--- src/rtl/tc_gen.sv ---
// Timer/counter with NUM_CH output-compare channels behind a byte-wide register port.
// 16-bit registers are accessed atomically through a shared TEMP byte.
module tc_gen #(
    parameter int         WIDTH  = 8,
    parameter int         NUM_CH = 2,
    parameter logic [7:0] BASE   = 8'h40
) (
    input  logic              clk,
    input  logic              rst_n,
    input  logic              write,
    input  logic              read,
    input  logic [7:0]        addr,
    input  logic [7:0]        wdata,
    output logic [7:0]        rdata,
    output logic              interrupt_request,
    input  logic              interrupt_executed,
    output logic [NUM_CH-1:0] oc_out
);

    localparam int               NF   = NUM_CH + 1;
    localparam logic [WIDTH-1:0] MAX  = '1;
    localparam logic [WIDTH-1:0] ONE  = WIDTH'(1);
    localparam logic [1:0]       MODE_CTC = 2'b01;
    localparam logic [1:0]       MODE_PWM = 2'b10;
    localparam logic [7:0]       OFF_CTRL   = 8'd0,
                                 OFF_TCNT_L = 8'd1,
                                 OFF_TCNT_H = 8'd2,
                                 OFF_TIMSK  = 8'd11,
                                 OFF_TIFR   = 8'd12;

    logic [4:0]        ctrl;
    logic [WIDTH-1:0]  tcnt;
    logic [WIDTH-1:0]  ocr     [NUM_CH];
    logic [WIDTH-1:0]  ocr_buf [NUM_CH];
    logic [15:0]       ocr_buf16 [NUM_CH];
    logic [NF-1:0]     timsk;
    logic [NF-1:0]     tifr;
    logic [7:0]        temp;
    logic [9:0]        prescaler;

    logic [7:0]        offset;
    logic              rd;
    logic              is_pwm;
    logic              is_ctc;
    logic              wr_ctrl, wr_tcnt_l, wr_tcnt_h, wr_timsk, wr_tifr, rd_tcnt_l;
    logic [NUM_CH-1:0] wr_ocr_l, wr_ocr_h, rd_ocr_l;
    logic [WIDTH-1:0]  wr_value;
    logic [15:0]       tcnt16;
    logic [7:0]        temp_rd;
    logic [7:0]        rd_value;
    logic              tick, count, wrap, ctc_clear;
    logic [NUM_CH-1:0] match, pwm_clear;
    logic [NF-1:0]     tifr_set, tifr_clr;

    assign offset    = addr - BASE;
    assign rd        = read & ~write;
    assign is_pwm    = (ctrl[1:0] == MODE_PWM);
    assign is_ctc    = (ctrl[1:0] == MODE_CTC);
    assign wr_ctrl   = write && (offset == OFF_CTRL);
    assign wr_tcnt_l = write && (offset == OFF_TCNT_L);
    assign wr_tcnt_h = write && (offset == OFF_TCNT_H);
    assign wr_timsk  = write && (offset == OFF_TIMSK);
    assign wr_tifr   = write && (offset == OFF_TIFR);
    assign rd_tcnt_l = rd && (offset == OFF_TCNT_L);
    assign tcnt16    = 16'(tcnt);
    assign wr_value  = (WIDTH == 16) ? WIDTH'({temp, wdata}) : WIDTH'(wdata);

    always_comb begin
        for (int i = 0; i < NUM_CH; i++) begin
            wr_ocr_l[i]  = write && (offset == 8'(3 + 2 * i));
            wr_ocr_h[i]  = write && (offset == 8'(4 + 2 * i));
            rd_ocr_l[i]  = rd && (offset == 8'(3 + 2 * i));
            ocr_buf16[i] = 16'(ocr_buf[i]);
        end
    end

    // High byte captured into TEMP by a low-byte read, so a later high read is coherent
    always_comb begin
        temp_rd = tcnt16[15:8];
        for (int i = 0; i < NUM_CH; i++) begin
            if (rd_ocr_l[i]) temp_rd = ocr_buf16[i][15:8];
        end
    end

    always_comb begin
        case (offset)
            OFF_CTRL:   rd_value = {3'b000, ctrl};
            OFF_TCNT_L: rd_value = tcnt16[7:0];
            OFF_TCNT_H: rd_value = (WIDTH == 16) ? temp : 8'h00;
            OFF_TIMSK:  rd_value = 8'(timsk);
            OFF_TIFR:   rd_value = 8'(tifr);
            default:    rd_value = 8'h00;
        endcase
        for (int i = 0; i < NUM_CH; i++) begin
            if (offset == 8'(3 + 2 * i)) rd_value = ocr_buf16[i][7:0];
            if (offset == 8'(4 + 2 * i)) rd_value = (WIDTH == 16) ? temp : 8'h00;
        end
    end

    always_comb begin
        case (ctrl[4:2])
            3'b001:  tick = 1'b1;
            3'b010:  tick = &prescaler[2:0];
            3'b011:  tick = &prescaler[5:0];
            3'b100:  tick = &prescaler[7:0];
            3'b101:  tick = &prescaler;
            default: tick = 1'b0;
        endcase
    end

    // A software TCNT write owns the cycle: no increment, no wrap, no compare events
    assign count     = tick & ~wr_tcnt_l;
    assign wrap      = count && (tcnt == MAX);
    assign ctc_clear = count && is_ctc && (tcnt == ocr[0]);

    // PWM compares against the upcoming count so the output stays high for exactly OCR ticks
    always_comb begin
        for (int i = 0; i < NUM_CH; i++) begin
            match[i]     = count && (tcnt == ocr[i]);
            pwm_clear[i] = count && (ocr[i] != MAX) && ((tcnt + ONE) == ocr[i]);
        end
    end

    assign tifr_set = {match, wrap};
    assign tifr_clr = (wr_tifr ? wdata[NF-1:0] : '0) |
                      (interrupt_executed ? (tifr & timsk) : '0);
    assign interrupt_request = |(tifr & timsk);

    always_ff @(posedge clk or negedge rst_n) begin
        if (!rst_n) begin
            tcnt      <= '0;
            prescaler <= '0;
        end else begin
            if (wr_ctrl && (wdata[4:2] != ctrl[4:2])) prescaler <= '0;
            else                                      prescaler <= prescaler + 10'd1;
            if (wr_tcnt_l)               tcnt <= wr_value;
            else if (wrap || ctc_clear)  tcnt <= '0;
            else if (count)              tcnt <= tcnt + ONE;
        end
    end

    always_ff @(posedge clk or negedge rst_n) begin
        if (!rst_n) begin
            ctrl  <= '0;
            timsk <= '0;
            tifr  <= '0;
            temp  <= '0;
            rdata <= '0;
        end else begin
            if (wr_ctrl)  ctrl  <= wdata[4:0];
            if (wr_timsk) timsk <= wdata[NF-1:0];
            tifr <= (tifr & ~tifr_clr) | tifr_set;
            if ((WIDTH == 16) && (wr_tcnt_h || (|wr_ocr_h)))      temp <= wdata;
            else if ((WIDTH == 16) && (rd_tcnt_l || (|rd_ocr_l))) temp <= temp_rd;
            if (rd) rdata <= rd_value;
        end
    end

    // In fast PWM, OCR writes land in the buffer and take effect at the next wrap
    always_ff @(posedge clk or negedge rst_n) begin
        if (!rst_n) begin
            for (int i = 0; i < NUM_CH; i++) begin
                ocr[i]     <= '0;
                ocr_buf[i] <= '0;
            end
            oc_out <= '0;
        end else begin
            for (int i = 0; i < NUM_CH; i++) begin
                if (wr_ocr_l[i]) begin
                    ocr_buf[i] <= wr_value;
                    if (!is_pwm) ocr[i] <= wr_value;
                end
                if (is_pwm) begin
                    if (wrap) begin
                        ocr[i]    <= ocr_buf[i];
                        oc_out[i] <= (ocr_buf[i] != '0);
                    end else if (pwm_clear[i]) begin
                        oc_out[i] <= 1'b0;
                    end
                end else if (match[i]) begin
                    oc_out[i] <= ~oc_out[i];
                end
            end
        end
    end

endmodule

--- config.mk ---
export PLATFORM = sky130hd
export DESIGN_NAME = tc_gen
export DESIGN_NICKNAME = d
export VERILOG_FILES = /design/src/rtl/tc_gen.sv
export SDC_FILE = /design/constraint.sdc
export NUM_CORES = 1
export LEC_CHECK = 0
export ABC_AREA = 1
export CORE_ASPECT_RATIO = 0.6
export CORE_MARGIN = 8
export CORE_UTILIZATION = 32
export CTS_BUF_LIST = sky130_fd_sc_hd__clkbuf_8
export DETAILED_ROUTE_END_ITERATION = 8
export MAX_ROUTING_LAYER = met4
export SLEW_MARGIN = 5
export SYNTH_ARGS = -nofsm -noshare
export SYNTH_HDL_FRONTEND = slang
export SYNTH_SLANG_ARGS = --single-unit
export TNS_END_PERCENT = 100
--- constraint.sdc ---
create_clock -name clk -period 2.25 [get_ports clk]
set_input_delay 0.3375 -clock clk [delete_from_list [all_inputs] [get_ports clk]]
set_output_delay 0.3375 -clock clk [all_outputs]
set_load 0.005 [all_outputs]
; ---- Word level (Yosys, flattened, before mapping)
; Cells that the tools add are included.
[totals]
ff_bits = 71
latch_bits = 0
mem_bits_rw = 0
romBits = 0
in_bits = 21
output_inout_bits = 11
word_cells = 108
mem_count = 0
[op_classes]
add_sub_neg = 3
n_mul = 0
div_mod_pow = 0
n_lt_le_gt_ge = 0
eq_ne = 24
n_shift = 0
mux = 28
bitwise = 11
n_reduce_logical = 30
[op_table]
columns = op, n
row1 = 8-bit two-way mux, 15
row2 = 8-bit equality test, 4
row3 = 8-bit one-hot mux with 4 select lines, 1
row4 = "8-bit by 3-bit equality test with 1-bit output, second input constant", 3
row5 = "8-bit by 4-bit equality test with 1-bit output, second input constant", 2
row6 = 1-bit logical AND, 16
row7 = "8-bit inequality test, second input constant", 2
row8 = 8-bit nonzero test, 2
row9 = "10-bit by 1-bit adder with 10-bit output, second input constant", 1
row10 = 10-bit two-way mux, 1
row11 = 10-bit AND reduction, 1
row12 = "8-bit by 1-bit adder with 8-bit output, second input constant", 1
row13 = "8-bit by 1-bit equality test with 1-bit output, second input constant", 1
row14 = "8-bit by 2-bit equality test with 1-bit output, second input constant", 1
row15 = "8-bit equality test, second input constant", 1
row16 = 8-bit zero test, 1
row17 = 1-bit two-way mux, 8
row18 = 8-bit AND reduction, 1
row19 = "8-bit by 7-bit subtractor with 8-bit output, second input constant", 1
row20 = 3-bit AND, 2
row21 = "3-bit by 2-bit equality test with 1-bit output, second input constant", 2
row22 = "3-bit equality test, second input constant", 2
row23 = 3-bit two-way mux, 2
row24 = "3-bit by 1-bit inequality test with 1-bit output, second input constant", 2
row25 = 16 further kinds, 23

; ---- Depth between registers and ports, before layout
; Gate-level depths: netlist of run 1.
[logic_depth]
ltp_word = 10
ltp_mapped = 15

; ---- Worst setup path before layout of run 1
; OpenSTA, ideal clock, no wires.
[synth_path]
kind = flip-flop to flip-flop
start = register tcnt[1]
end = register oc_out[0]
arrival_time_ns = 1.623
t_required_ns = 2.133
setup_slack_ns = 0.511
stages_incl_launch_ff = 11
n_path_buf = 0
path_cell_list = dfrtp_1 > ha_1 > nand3_1 > nor3_4 > nand4_4 > nand2_1 > inv_2 > nand2_2 > nand2_1 > nand2_1 > nand2_1
[synth_via]
elab_chain_len = 5
elab_cells_between_ends = 12
classes_between = 1 x add/sub / 4 x eq/ne / 2 x mux / 5 x reduce/logical
[synth_lines]
columns = element, line
row1 = from (decl), 32  ; logic [WIDTH-1:0] tcnt;
row2 = from (signal assigned), 136  ; if (wr_tcnt_l) tcnt <= wr_value;
row3 = from (signal assigned), 138  ; else if (count) tcnt <= tcnt + ONE;
row4 = 8-bit by 1-bit adder with 8-bit output, 120  ; pwm_clear[i] = count && (ocr[i] != MAX) && ((tcnt + ONE) == ocr[i]);
row5 = 8-bit equality test, 120
row6 = 1-bit logical AND, 120
row7 = 3-bit by 1-bit inequality test with 1-bit output (no source line), -
row8 = 2-bit AND reduction (no source line), -
row9 = "to (signal, indexed assignment)", 176  ; oc_out[i] <= (ocr_buf[i] != '0);
row10 = "to (signal, indexed assignment)", 181  ; oc_out[i] <= ~oc_out[i];
row11 = to (decl), 17  ; output logic [NUM_CH-1:0] oc_out
; Several ways; a longest one is shown, not always the timed one.
; A chain may end at the register's enable or synchronous reset.

; ---- Worst setup path in the final report of run 1
[layout_path]
start = register tcnt[0]
end = register oc_out[1]
; The elaborated chain is that of the path after synthesis.

==> flow_summary.ini, run 1 <==
[timing]
slew_headroom = 0.6314
setup-tns-final_ns = 0
fmax_ghz = 0.4905
setup_viol = 0
hold_slack_ns = 0.4664
period_minus_slack_ns = 2.039
final-hold-violation-count = 0
worst_slack_ns = 0.2113
maxSlewViolCount = 0
min_period_over_period = 0.9061
fin_skew_ns = 0.01012
worst_slew_pin_slew_ns = 0.5529
rsz0062_at_grt = no

[synth]
synthTopCellsByArea = dfrtp_1, nand2_1, inv_1, o21ai_0, o211ai_2
synth_edf_count = 0
avgSynthCellArea_um2 = 7.649
synth_top_family_by_area = simple AND/OR/NAND/NOR gates
synth_most_common_cell = nand2_1
ys.flop_type = dfrtp_1
synthSimpleGateAreaFrac = 0.3293
syn_nets = 625
synth_area_um2 = 4597
syn_inst = 601
yosysUniqueCellTypes = 43
synth_xor_area_frac = 0.04192
synth_area_leader_cell = dfrtp_1
synth_commonest_cells = nand2_1, inv_1, dfrtp_1
ys_seq_elements = 71
synth_compound_area_frac = 0.1456
synth_fa_ha_area_frac = 0.008165
yosys-mux-area-fraction = 0
yosys_warnings = 0
ys_async_sr_fraction = 1.000
synth_seq_area_share = 0.3865
synth_top_area_frac = 0.3865

[clock_tree]
clock_latency_ns = 0.37
cts_resized = 0
clockRootBuffer = clkbuf_8
h-tree-depth = 3
cts_max_path_buffers = 2
cts_tree = yes
numCtsBuffers = 9
clkTransAtPathRegs_ns = 0.08
clkSinkCount = 71

[drt]
viasPerCell = 4.922
drt_iter0_drc = 409
drc = 0
first_pass_iters = 5
routedWlPerCell_um = 15.86
vias = 4189
ant_nets = 0
routed_wirelength_um = 13500

[pwr]
peakVddDrop_mv = 0.3179
cellPowerDensity_nw_per_um2 = 852.3
p_leak_uw = 0.002495

[cells_and_area]
layoutNonFillerInstCount = 851
syn2layout_area_growth_pct = 18.02
drive_gt1_frac = 0.1516
nets = 672
antenna_cells = 0
fin_util = 0.3807

[hold_path]
hp-class = reg -> reg

[floorplan]
rows = 34
core_area_um2 = 14250
initial_utilization = 0.3226
die-area_um2 = 18580
die_h_um = 108.8
ios = 32
die_x_um = 170.7

[worst_setup_path]
cp-start-kind = flip-flop
worstSetupPathType = reg -> reg
critPathLaunch = tcnt[0]$_DFFE_PN0P_
cp_num_cells = 10
crit_end = oc_out[1]$_DFFE_PN0P_
ff2ff_path_depth = 10
critPathMaxFanout = 10
cp_slowest_stage_delay_ns = 0.46
rrSetupSlack_ns = 0.21
cp_common_cell = nand2_1
worst_path_dominant_cell_family = simple AND/OR/NAND/NOR gates
crit_path_end_kind = flip-flop
r2r_end = oc_out[1]$_DFFE_PN0P_
critPathBufInv = 1
arrival_ns = 2.29
worstPathRequired_ns = 2.51
path_cells = ha_1 > nand3_1 > nor3_4 > nand4_4 > nand2_1 > inv_2 > nand2_2 > nand2_1 > nand2_1 > nand2_1
rr_startpoint = tcnt[0]$_DFFE_PN0P_
slowest_stage = dfrtp_1

[grt]
antenna_found_initial = 0
grt_max_degree = 51
grt_pass1_vias = 4002
grt_usage = 0.1598
overflow = 0
grt_pass1_wl_um = 22250

[placement]
dp_cells = 834
dp_hpwl_um = 10750
post-place-ws_ns = 0.1022
gp_congestion = 0.8650
port_buffers = 31

[outcome]
status = finished, final reports clean

[run]
drv_cap = 0
layout make-up:
| type | instances | area [µm²] |
|---|---|---|
| Fill cell | 1484 | 8826 |
| Multi-Input combinational cell | 436 | 2414 |
| Sequential cell | 71 | 1777 |
| Timing Repair Buffer | 51 | 470.5 |
| Inverter | 79 | 302.8 |
| Tap cell | 198 | 247.7 |
| Clock buffer | 10 | 137.6 |
| Clock inverter | 6 | 76.32 |
how the worst min path moves through the flow:
stage                            from                      to  slack (ns)  depth (start not counted)
5_1_grt        prescaler[0]$_DFF_PN0_  prescaler[0]$_DFF_PN0_        0.51                          1
6_report       prescaler[0]$_DFF_PN0_  prescaler[0]$_DFF_PN0_        0.47                          1
2_1_floorplan                   rst_n     ctrl[0]$_DFFE_PN0P_        0.04                          0
3_5_place_dp                    rst_n  prescaler[7]$_DFF_PN0_        0.35                          1
4_1_cts        prescaler[0]$_DFF_PN0_  prescaler[0]$_DFF_PN0_        0.48                          1
3_3_place_gp                    rst_n  prescaler[7]$_DFF_PN0_        0.35                          1
worst reg2reg max path, stage by stage (launching register included):
cell	delay (ns)
dfrtp_1	0.46
ha_1	0.29
nand3_1	0.19
nor3_4	0.36
nand4_4	0.25
nand2_1	0.13
inv_2	0.05
nand2_2	0.06
nand2_1	0.05
nand2_1	0.05
nand2_1	0.04
power by group:
part / switching, µW / total [µW] / leakage [µW] / internal (µW)
Combinational: 1040 / 1750 / 0.00145 / 709
Sequential: 276 / 1750 / 0.000934 / 1470
Clock: 562 / 1120 / 0.000109 / 562
Total: 1880 / 4620 / 0.00249 / 2740
repair_timing:
| item | CTS | global route |
|---|---|---|
| hold buffers | 1 | 0 |
| buffers inserted | 0 | 0 |
| endpoints found under the hold margin | 21 | 0 |
cells by family after synthesis:
group / Yosys count
AOI/OAI and AO/OA: 97
buffers and inverters: 94
adders and majority gates: 3
xor gates and xnor gates: 22
DFF: 71
and+or+nand+nor: 314
through the flow:
step,area [µm²],total power [µW]
finish,5425,4624
global route,5425,4959
CTS,5425,4630
detailed placement,5201,3495
global placement,5201,3462
floorplan,4597,2979
routing by layer:
layer | global-route usage | part of all wire | up-vias
li1 | - | - | 2049
met4 | 0.02804 | 0.0058 | 0
met5 | - | 0 | -
met1 | 0.2460 | 0.54 | 1998
met2 | 0.2009 | 0.37 | 133
met3 | 0.04158 | 0.082 | 9
sequential cells by signal, indices dropped and copies added, names as in the netlist, 3 cells and up:
| register | cells |
|---|---|
| tcnt | 8 |
| ocr | 16 |
| prescaler | 10 |
| tifr | 3 |
| rdata | 8 |
| ctrl | 5 |
| timsk | 3 |
| ocr_buf | 16 |
cells in the final DEF (no fill, tap or decap), types with 7 or more instances in the layout:
cell | netlist | layout
xor2_1 | 8 | 8
nor2_4 | 8 | 8
dfrtp_1 | 71 | 71
xnor2_1 | 14 | 14
buf_4 | 3 | 18
o21ai_0 | 43 | 43
nand2_1 | 182 | 182
nand4_1 | 12 | 12
a22oi_1 | 7 | 7
a21oi_1 | 12 | 12
nand3_1 | 33 | 33
nor3_1 | 7 | 7
o211ai_2 | 14 | 14
clkbuf_8 | 0 | 10
inv_1 | 72 | 72
clkdlybuf4s50_1 | 0 | 30
nor2_1 | 40 | 40
No activity file was read; power rests on OpenSTA's default activity.
==> inputs of run 2 (changes only) <==
--- a/config.mk
+++ b/config.mk
@@ -6,6 +6,7 @@
 export NUM_CORES = 1
 export LEC_CHECK = 0
 export ABC_AREA = 1
+export CAP_MARGIN = 20
 export CORE_ASPECT_RATIO = 0.6
 export CORE_MARGIN = 8
 export CORE_UTILIZATION = 32
==> results of run 2 <==
The final DEF is identical to that of run 1; final timing and power are the same.
